==> src/rtl/axi_bridge_pkg.sv <==
// Shared encodings, AXI constants and burst-shape helpers for the cache-to-AXI3 bridge.
package axi_bridge_pkg;

    typedef enum logic [2:0] {
        TYPE_BYTE = 3'b000,
        TYPE_HALF = 3'b001,
        TYPE_WORD = 3'b010,
        TYPE_LINE = 3'b100
    } req_type_e;

    typedef enum logic {
        AR_IDLE,
        AR_SEND
    } ar_state_e;

    typedef enum logic [1:0] {
        W_IDLE,
        W_ADDR,
        W_DATA,
        W_RESP
    } w_state_e;

    localparam logic [1:0] BURST_INCR = 2'b01;
    localparam logic [2:0] SIZE_WORD  = 3'd2;

    function automatic logic is_line(input logic [2:0] t);
        return t == TYPE_LINE;
    endfunction

    function automatic logic [2:0] ax_size(input logic [2:0] t);
        return is_line(t) ? SIZE_WORD : {1'b0, t[1:0]};
    endfunction

    function automatic logic [7:0] ax_len(input logic [2:0] t, input int unsigned words);
        return is_line(t) ? 8'(words - 1) : 8'd0;
    endfunction

endpackage

==> src/rtl/rr_arbiter.sv <==
// Round-robin arbiter: one-hot grant, search starts one past the last advanced winner.
module rr_arbiter #(
    parameter int unsigned N = 3
) (
    input  logic         clk,
    input  logic         rst_n,
    input  logic [N-1:0] req_i,
    input  logic         advance_i,
    output logic [N-1:0] grant_o
);
    localparam int unsigned PW = (N > 1) ? $clog2(N) : 1;

    logic [PW-1:0] ptr_q, ptr_d, win;
    logic [PW:0]   idx;
    logic          found;

    always_comb begin
        grant_o = '0;
        win     = ptr_q;
        found   = 1'b0;
        idx     = '0;
        for (int unsigned i = 0; i < N; i++) begin
            idx = {1'b0, ptr_q} + (PW+1)'(i);
            if (idx >= (PW+1)'(N)) idx = idx - (PW+1)'(N);
            if (!found && req_i[idx[PW-1:0]]) begin
                found                 = 1'b1;
                win                   = idx[PW-1:0];
                grant_o[idx[PW-1:0]]  = 1'b1;
            end
        end
        ptr_d = ptr_q;
        if (advance_i && found) ptr_d = (win == PW'(N - 1)) ? '0 : win + PW'(1);
    end

    always_ff @(posedge clk or negedge rst_n) begin
        if (!rst_n) ptr_q <= '0;
        else        ptr_q <= ptr_d;
    end

endmodule

==> src/rtl/axi_cache_bridge.sv <==
// Cache-to-AXI3 bridge: round-robin reads with per-requester single outstanding burst, serialised writes.
// Optional AXI_BRIDGE_PERF_CNT_EN builds the rd/wr/stall performance counters; otherwise they read 0.
module axi_cache_bridge
    import axi_bridge_pkg::*;
#(
    parameter int unsigned NUM_RD     = 3,
    parameter int unsigned LINE_WORDS = 4,
    parameter int unsigned LINE_OFF   = 4
) (
    input  logic                     aclk,
    input  logic                     aresetn,
    input  logic [NUM_RD-1:0]        rd_req,
    input  logic [3*NUM_RD-1:0]      rd_type,
    input  logic [32*NUM_RD-1:0]     rd_addr,
    output logic [NUM_RD-1:0]        rd_rdy,
    output logic [NUM_RD-1:0]        ret_valid,
    output logic                     ret_last,
    output logic [31:0]              ret_data,
    input  logic                     wr_req,
    input  logic [2:0]               wr_type,
    input  logic [31:0]              wr_addr,
    input  logic [3:0]               wr_wstrb,
    input  logic [32*LINE_WORDS-1:0] wr_data,
    output logic                     wr_rdy,
    output logic [3:0]               arid,
    output logic [31:0]              araddr,
    output logic [7:0]               arlen,
    output logic [2:0]               arsize,
    output logic [1:0]               arburst,
    output logic [1:0]               arlock,
    output logic [3:0]               arcache,
    output logic [2:0]               arprot,
    output logic                     arvalid,
    input  logic                     arready,
    input  logic [3:0]               rid,
    input  logic [31:0]              rdata,
    input  logic [1:0]               rresp,
    input  logic                     rlast,
    input  logic                     rvalid,
    output logic                     rready,
    output logic [3:0]               awid,
    output logic [31:0]              awaddr,
    output logic [7:0]               awlen,
    output logic [2:0]               awsize,
    output logic [1:0]               awburst,
    output logic [1:0]               awlock,
    output logic [3:0]               awcache,
    output logic [2:0]               awprot,
    output logic                     awvalid,
    input  logic                     awready,
    output logic [3:0]               wid,
    output logic [31:0]              wdata,
    output logic [3:0]               wstrb,
    output logic                     wlast,
    output logic                     wvalid,
    input  logic                     wready,
    input  logic [3:0]               bid,
    input  logic [1:0]               bresp,
    input  logic                     bvalid,
    output logic                     bready,
    output logic [31:0]              perf_rd_cnt,
    output logic [31:0]              perf_wr_cnt,
    output logic [31:0]              perf_stall_cnt
);
    localparam int unsigned WIDX  = (LINE_WORDS > 1) ? $clog2(LINE_WORDS) : 1;
    localparam int unsigned TAG_W = 32 - LINE_OFF;

    ar_state_e          ar_state_q, ar_state_d;
    logic [3:0]         ar_id_q, ar_id_d;
    logic [31:0]        ar_addr_q, ar_addr_d;
    logic [2:0]         ar_type_q, ar_type_d;
    logic [NUM_RD-1:0]  rd_busy_q, rd_busy_d;
    w_state_e           w_state_q, w_state_d;
    logic [7:0]         w_cnt_q, w_cnt_d;
    logic [31:0]        w_addr_q;
    logic [2:0]         w_type_q;
    logic [3:0]         w_strb_q;
    logic [31:0]        w_words_q [LINE_WORDS];

    logic               w_accept, w_inflight, ar_idle, ar_accept, ar_hs;
    logic [NUM_RD-1:0]  hazard, eligible, grant;
    logic [3:0]         gnt_id;
    logic [31:0]        gnt_addr;
    logic [2:0]         gnt_type;
    logic               unused_in;

    assign unused_in = ^{rresp, bid, bresp};

    assign wr_rdy     = aresetn && (w_state_q == W_IDLE);
    assign w_accept   = wr_rdy && wr_req;
    assign w_inflight = (w_state_q != W_IDLE);

    // A write accepted this cycle also blocks reads to its line, so the write wins a same-cycle race.
    always_comb begin
        hazard = '0;
        for (int unsigned i = 0; i < NUM_RD; i++) begin
            hazard[i] = (w_inflight && rd_addr[32*i + LINE_OFF +: TAG_W] == w_addr_q[31:LINE_OFF])
                     || (w_accept   && rd_addr[32*i + LINE_OFF +: TAG_W] == wr_addr[31:LINE_OFF]);
        end
    end

    assign eligible  = rd_req & ~rd_busy_q & ~hazard;
    assign ar_idle   = aresetn && (ar_state_q == AR_IDLE);
    assign rd_rdy    = ar_idle ? grant : '0;
    assign ar_accept = ar_idle && (|grant);
    assign ar_hs     = arvalid && arready;

    rr_arbiter #(.N(NUM_RD)) u_rr (
        .clk       (aclk),
        .rst_n     (aresetn),
        .req_i     (eligible),
        .advance_i (ar_accept),
        .grant_o   (grant)
    );

    always_comb begin
        gnt_id   = '0;
        gnt_addr = '0;
        gnt_type = '0;
        for (int unsigned i = 0; i < NUM_RD; i++) begin
            if (grant[i]) begin
                gnt_id   = 4'(i);
                gnt_addr = rd_addr[32*i +: 32];
                gnt_type = rd_type[3*i +: 3];
            end
        end
    end

    always_comb begin
        ar_state_d = ar_state_q;
        ar_id_d    = ar_id_q;
        ar_addr_d  = ar_addr_q;
        ar_type_d  = ar_type_q;
        arvalid    = 1'b0;
        case (ar_state_q)
            AR_IDLE: if (ar_accept) begin
                ar_id_d    = gnt_id;
                ar_addr_d  = gnt_addr;
                ar_type_d  = gnt_type;
                ar_state_d = AR_SEND;
            end
            AR_SEND: begin
                arvalid = 1'b1;
                if (arready) ar_state_d = AR_IDLE;
            end
            default: ar_state_d = AR_IDLE;
        endcase
    end

    // rlast frees the requester; grants read the registered busy, so a re-grant lands a cycle later.
    always_comb begin
        rd_busy_d = rd_busy_q;
        ret_valid = '0;
        for (int unsigned i = 0; i < NUM_RD; i++) begin
            if (aresetn && rvalid && rid == 4'(i)) begin
                ret_valid[i] = 1'b1;
                if (rlast) rd_busy_d[i] = 1'b0;
            end
            if (ar_hs && ar_id_q == 4'(i)) rd_busy_d[i] = 1'b1;
        end
    end

    assign ret_last = aresetn && rvalid && rlast;
    assign ret_data = aresetn ? rdata : '0;
    assign rready   = aresetn;

    assign arid    = ar_id_q;
    assign araddr  = ar_addr_q;
    assign arlen   = ax_len(ar_type_q, LINE_WORDS);
    assign arsize  = ax_size(ar_type_q);
    assign arburst = aresetn ? BURST_INCR : '0;
    assign arlock  = '0;
    assign arcache = '0;
    assign arprot  = '0;

    always_comb begin
        w_state_d = w_state_q;
        w_cnt_d   = w_cnt_q;
        awvalid   = 1'b0;
        wvalid    = 1'b0;
        bready    = 1'b0;
        case (w_state_q)
            W_IDLE: if (w_accept) w_state_d = W_ADDR;
            W_ADDR: begin
                awvalid = 1'b1;
                if (awready) begin
                    w_cnt_d   = '0;
                    w_state_d = W_DATA;
                end
            end
            W_DATA: begin
                wvalid = 1'b1;
                if (wready) begin
                    if (w_cnt_q == awlen) w_state_d = W_RESP;
                    else                  w_cnt_d   = w_cnt_q + 8'd1;
                end
            end
            W_RESP: begin
                bready = 1'b1;
                if (bvalid) w_state_d = W_IDLE;
            end
            default: w_state_d = W_IDLE;
        endcase
    end

    assign awid    = aresetn ? 4'(NUM_RD) : '0;
    assign wid     = aresetn ? 4'(NUM_RD) : '0;
    assign awaddr  = w_addr_q;
    assign awlen   = ax_len(w_type_q, LINE_WORDS);
    assign awsize  = ax_size(w_type_q);
    assign awburst = aresetn ? BURST_INCR : '0;
    assign awlock  = '0;
    assign awcache = '0;
    assign awprot  = '0;
    assign wdata   = is_line(w_type_q) ? w_words_q[w_cnt_q[WIDX-1:0]] : w_words_q[0];
    assign wstrb   = is_line(w_type_q) ? 4'hf : w_strb_q;
    assign wlast   = (w_state_q == W_DATA) && (w_cnt_q == awlen);

    always_ff @(posedge aclk or negedge aresetn) begin
        if (!aresetn) begin
            ar_state_q <= AR_IDLE;
            ar_id_q    <= '0;
            ar_addr_q  <= '0;
            ar_type_q  <= '0;
            rd_busy_q  <= '0;
            w_state_q  <= W_IDLE;
            w_cnt_q    <= '0;
        end else begin
            ar_state_q <= ar_state_d;
            ar_id_q    <= ar_id_d;
            ar_addr_q  <= ar_addr_d;
            ar_type_q  <= ar_type_d;
            rd_busy_q  <= rd_busy_d;
            w_state_q  <= w_state_d;
            w_cnt_q    <= w_cnt_d;
        end
    end

    // Write payload is captured whole on acceptance and replayed beat by beat.
    always_ff @(posedge aclk or negedge aresetn) begin
        if (!aresetn) begin
            w_addr_q <= '0;
            w_type_q <= '0;
            w_strb_q <= '0;
            for (int unsigned i = 0; i < LINE_WORDS; i++) w_words_q[i] <= '0;
        end else if (w_accept) begin
            w_addr_q <= wr_addr;
            w_type_q <= wr_type;
            w_strb_q <= wr_wstrb;
            for (int unsigned i = 0; i < LINE_WORDS; i++) w_words_q[i] <= wr_data[32*i +: 32];
        end
    end

`ifdef AXI_BRIDGE_PERF_CNT_EN
    logic [31:0] perf_rd_q, perf_wr_q, perf_stall_q;
    logic        stall;

    assign stall = |(rd_req & (rd_busy_q | hazard));

    always_ff @(posedge aclk or negedge aresetn) begin
        if (!aresetn) begin
            perf_rd_q    <= '0;
            perf_wr_q    <= '0;
            perf_stall_q <= '0;
        end else begin
            perf_rd_q    <= perf_rd_q + 32'(ar_hs);
            perf_wr_q    <= perf_wr_q + 32'(bready && bvalid);
            perf_stall_q <= perf_stall_q + 32'(stall);
        end
    end

    assign perf_rd_cnt    = perf_rd_q;
    assign perf_wr_cnt    = perf_wr_q;
    assign perf_stall_cnt = perf_stall_q;
`else
    assign perf_rd_cnt    = '0;
    assign perf_wr_cnt    = '0;
    assign perf_stall_cnt = '0;
`endif

endmodule

==> config.mk <==
export PLATFORM = sky130hd
export DESIGN_NAME = axi_cache_bridge
export DESIGN_NICKNAME = d
export VERILOG_FILES = /design/src/rtl/axi_bridge_pkg.sv /design/src/rtl/rr_arbiter.sv /design/src/rtl/axi_cache_bridge.sv
export SDC_FILE = /design/constraint.sdc
export NUM_CORES = 1
export LEC_CHECK = 0
export CORE_AREA = 10 10 233 235
export CTS_CLUSTER_DIAMETER = 30
export DETAILED_ROUTE_END_ITERATION = 12
export DIE_AREA = 0 0 243 245
export GPL_TIMING_DRIVEN = 0
export SLEW_MARGIN = 30
export SYNTH_ARGS = -nofsm -noshare
export SYNTH_HDL_FRONTEND = slang
export SYNTH_SLANG_ARGS = --single-unit
==> constraint.sdc <==
create_clock -name aclk -period 6.81 [get_ports aclk]
set_input_delay 1.362 -clock aclk [delete_from_list [all_inputs] [get_ports aclk]]
set_output_delay 1.362 -clock aclk [all_outputs]
set_load 0.1 [all_outputs]
==> results of run 1 <==
==> sequential cells by signal, indices dropped and copies added (netlist names) <==
register and count:
u_rr.ptr_q 2, arid 2, w_strb_q 4, awaddr 32, araddr 32, w_type_q 3, w_cnt_q 8, rd_busy_q 3
ar_type_q 3, w_state_q 2, w_words_q 128, ar_state_q 1
==> cells by family (layout without fill, tap and decap cells) <==
group,count (synthesis),count (layout),share of synthesized area
muxes,201,201,0.160
buffers and inverters,242,845,0.106
DFF,220,220,0.390
other,1,156,0.000265
and+or+nand+nor,275,275,0.111
AOI/OAI and AO/OA,220,220,0.117
adders and majority gates,10,10,0.00886
xor gates and xnor gates,173,173,0.107
==> worst max-delay path by stage <==
stage / slack (ps) / cells past startpoint / from / end
floorplan: 110 / 10 / aresetn / rd_rdy[1]
global placement: -10680 / 14 / aresetn / rd_rdy[2]
detailed placement: -1350 / 14 / aresetn / rd_rdy[2]
CTS: 80 / 13 / rd_addr[27] / rd_rdy[2]
global route: 10 / 14 / rd_addr[79] / rd_rdy[2]
finish: -60 / 13 / wr_addr[14] / rd_rdy[2]
==> power by group through the flow <==
| stage | clock, W | sequential, W | combinational (W) |
|---|---|---|---|
| after detailed placement | 0 | 0.00247 | 0.00777 |
| after CTS | 0.00317 | 0.00246 | 0.00780 |
| final | 0.00312 | 0.00247 | 0.00780 |
| after floorplan | 0 | 0.00381 | 0.00434 |
| after global routing | 0.00325 | 0.00255 | 0.00812 |
| after global placement | 0 | 0.00244 | 0.00782 |
==> per-layer routing <==
layer	track usage	share of wire	vias to the layer above
met3	0.0627	0.089	124
li1	-	-	5937
met5	0	0.00038	-
met1	0.245	0.39	6450
met4	0.109	0.037	4
met2	0.343	0.49	671
==> area by class of cell <==
cell class / count / area (um2)
Antenna cell: 20 / 50.0
Buffer: 221 / 1420
Clock buffer: 90 / 1860
Clock inverter: 30 / 408
Fill cell: 4779 / 27100
Inverter: 20 / 75.1
Multi-Input combinational cell: 1015 / 7670
Sequential cell: 220 / 5510
Tap cell: 672 / 841
Timing Repair Buffer: 484 / 4750
==> Yosys cell counts (all sizes together) (36+ instances only) <==
library cell / number
dfrtp: 220
nor2: 58
a221oi: 36
xnor2: 118
mux2: 199
xor2: 55
o21ai: 46
and2: 36
clkbuf: 65
and3: 40
a21oi: 43
buf: 157
==> per-stage QoR <==
stage          power, W  cell area [um2]  TNS (ps)
6_report         0.0134            22600     -56.9
5_1_grt          0.0139            22600         0
3_3_place_gp     0.0103            20300  -3187220
2_1_floorplan   0.00814            14600         0
3_5_place_dp     0.0102            20200     -1350
4_1_cts          0.0134            22500         0
==> timing repair <==
action,in CTS,in global routing
pin swaps,0,0
hold buffers,0,0
setup endpoints to repair,1,1
resized for setup,10,4
==> impl_metrics.sql, run 1 <==
INSERT INTO impl_metrics (metric_group, metric, value, unit) VALUES
('status', 'status', 'finished, violations left', ''),
('status', 'violations_in_the_final_reports', 'setup timing', ''),
('clock_tree', 'cts.sink_count', '220', ''),
('power_and_ir_drop', 'seq_power_share', '0.185', ''),
('floorplan', 'floorplan.die.height', '245', 'um'),
('drt', 'drt-pass1-iter-count', '5', ''),
('power_and_ir_drop', 'ir_drop', '383', 'uV'),
('place', 'gp_congestion', '0.974', ''),
('setup_path', 'worst_r2r_end', 'araddr[24]$_DFFE_PN0P_', ''),
('synth', 'synthDominantCellAreaShare', '0.390', ''),
('global_routing', 'total_gr_overflow', '0', ''),
('min_path', 'worst_hold_path_type', 'reg -> reg', ''),
('place', 'portBuffers', '481', ''),
('floorplan', 'fp-row-count', '82', ''),
('setup_path', 'regToRegSetupSlack', '1960', 'ps'),
('clock_tree', 'cts_tree', 'done', ''),
('synth', 'synth_async_sr_flop_share', '1.00', ''),
('timing', 'fin_worst_skew', '24.2', 'ps'),
('global_routing', 'largest_net_degree_at_the_start_of_global_routing', '73', ''),
('timing', 'post-route-period-util', '1.01', ''),
('power_and_ir_drop', 'power_switching', '0.00706', 'W'),
('timing', 'final-setup-viol-count', '1', ''),
('power_and_ir_drop', 'clock_power_share', '0.233', ''),
('synth', 'synth_edf_count', '0', ''),
('drt', 'ant_nets', '0', ''),
('min_path', 'whs_endpoint', 'w_strb_q[1]$_DFFE_PN0P_', ''),
('place', 'dp_hpwl', '53200', 'um'),
('synth', 'number_of_library_cell_types_mapped_by_synthesis', '60', ''),
('power_and_ir_drop', 'p_comb_frac', '0.583', ''),
('floorplan', 'initial_core_util', '0.284', ''),
('setup_path', 'critical_path.startpoint_type', 'input pin', ''),
('setup_path', 'ws_path_type', 'in -> out', ''),
('power_and_ir_drop', 'power_leakage', '9.63', 'nW'),
('place', 'pre_cts_ws', '-1350', 'ps'),
('global_routing', 'antenna_violations_before_repair', '24', ''),
('drt', 'vias', '13200', ''),
('power_and_ir_drop', 'netSwitchingFraction', '0.528', ''),
('timing', 'max_slew.worst_pin.slew', '1040', 'ps'),
('clock_tree', 'htree_num_levels', '3', ''),
('setup_path', 'critical_path.cell_chain', 'clkdlybuf4s50_1 > xnor2_1 > nand4_1 > nor4_1 > a311oi_1 > and3_4 > o311ai_2 > o311ai_1 > nor3_2 > clkbuf_2 > clkbuf_2 > nor2_2 > buf_4', ''),
('clock_tree', 'clk_pin_slew_worst_paths', '40', 'ps'),
('setup_path', 'critical_path.top_delay_family', 'buffers and inverters', ''),
('layout', 'layout.cells.most_common_list', '450 x clkdlybuf4s50_1, 220 x dfrtp_1, 199 x mux2_2', ''),
('synth', 'synth.avg_cell_area', '10.5', 'um2'),
('timing', 'postLayoutSetupSlackWorst', '-56.9', 'ps'),
('setup_path', 'worst_path_buf_inv', '4', ''),
('timing', 'final_hold_viol_count', '0', ''),
('power_and_ir_drop', 'powerDensity', '593', 'nW/um2'),
('synth', 'postSynthCellCount', '1342', ''),
('setup_path', 'critPathArrivalTime', '5500', 'ps'),
('clock_tree', 'cts_inserted_buffers', '67', ''),
('timing', 'holdWs', '490', 'ps'),
('drt', 'route.detailed.drc', '0', ''),
('timing', 'unrepaired_setup_endpoints_after_global_routing', 'false', ''),
('run', 'drv_cap', '0', ''),
('synth', 'yosys_warnings', '0', ''),
('setup_path', 'crit_slowest_cell', 'nor4_1', ''),
('drt', 'vias_per_cell', '4.76', ''),
('timing', 'max_freq', '0.146', 'GHz'),
('synth', 'ys.flop_type', 'dfrtp_1', ''),
('synth', 'synth_top_cell_by_area', 'dfrtp_1', ''),
('timing', 'worst_slew_margin_rel', '0.303', ''),
('setup_path', 'cpMostUsedCell', 'clkbuf_2', ''),
('global_routing', 'globalRouteTotalUtil', '0.209', ''),
('floorplan', 'area_of_the_die', '59500', 'um2'),
('place', 'place_inst', '2633', ''),
('layout', 'instances_no_fill', '2772', ''),
('setup_path', 'cpPeakStageDelay', '640', 'ps'),
('floorplan', 'io_pins', '626', ''),
('layout', 'layout_commonest_cell', 'clkdlybuf4s50_1', ''),
('setup_path', 'critical_path.endpoint_type', 'primary output', '');
(Power assumes the default switching activity.)
==> run 2, diff against run 1 <==
--- a/config.mk
+++ b/config.mk
@@ -5,6 +5,7 @@
 export SDC_FILE = /design/constraint.sdc
 export NUM_CORES = 1
 export LEC_CHECK = 0
+export ABC_CLOCK_PERIOD_IN_PS = 6810
 export CORE_AREA = 10 10 233 235
 export CTS_CLUSTER_DIAMETER = 30
 export DETAILED_ROUTE_END_ITERATION = 12
==> results of run 2 <==
No change in the layout: final DEF, timing and power equal those of run 1.
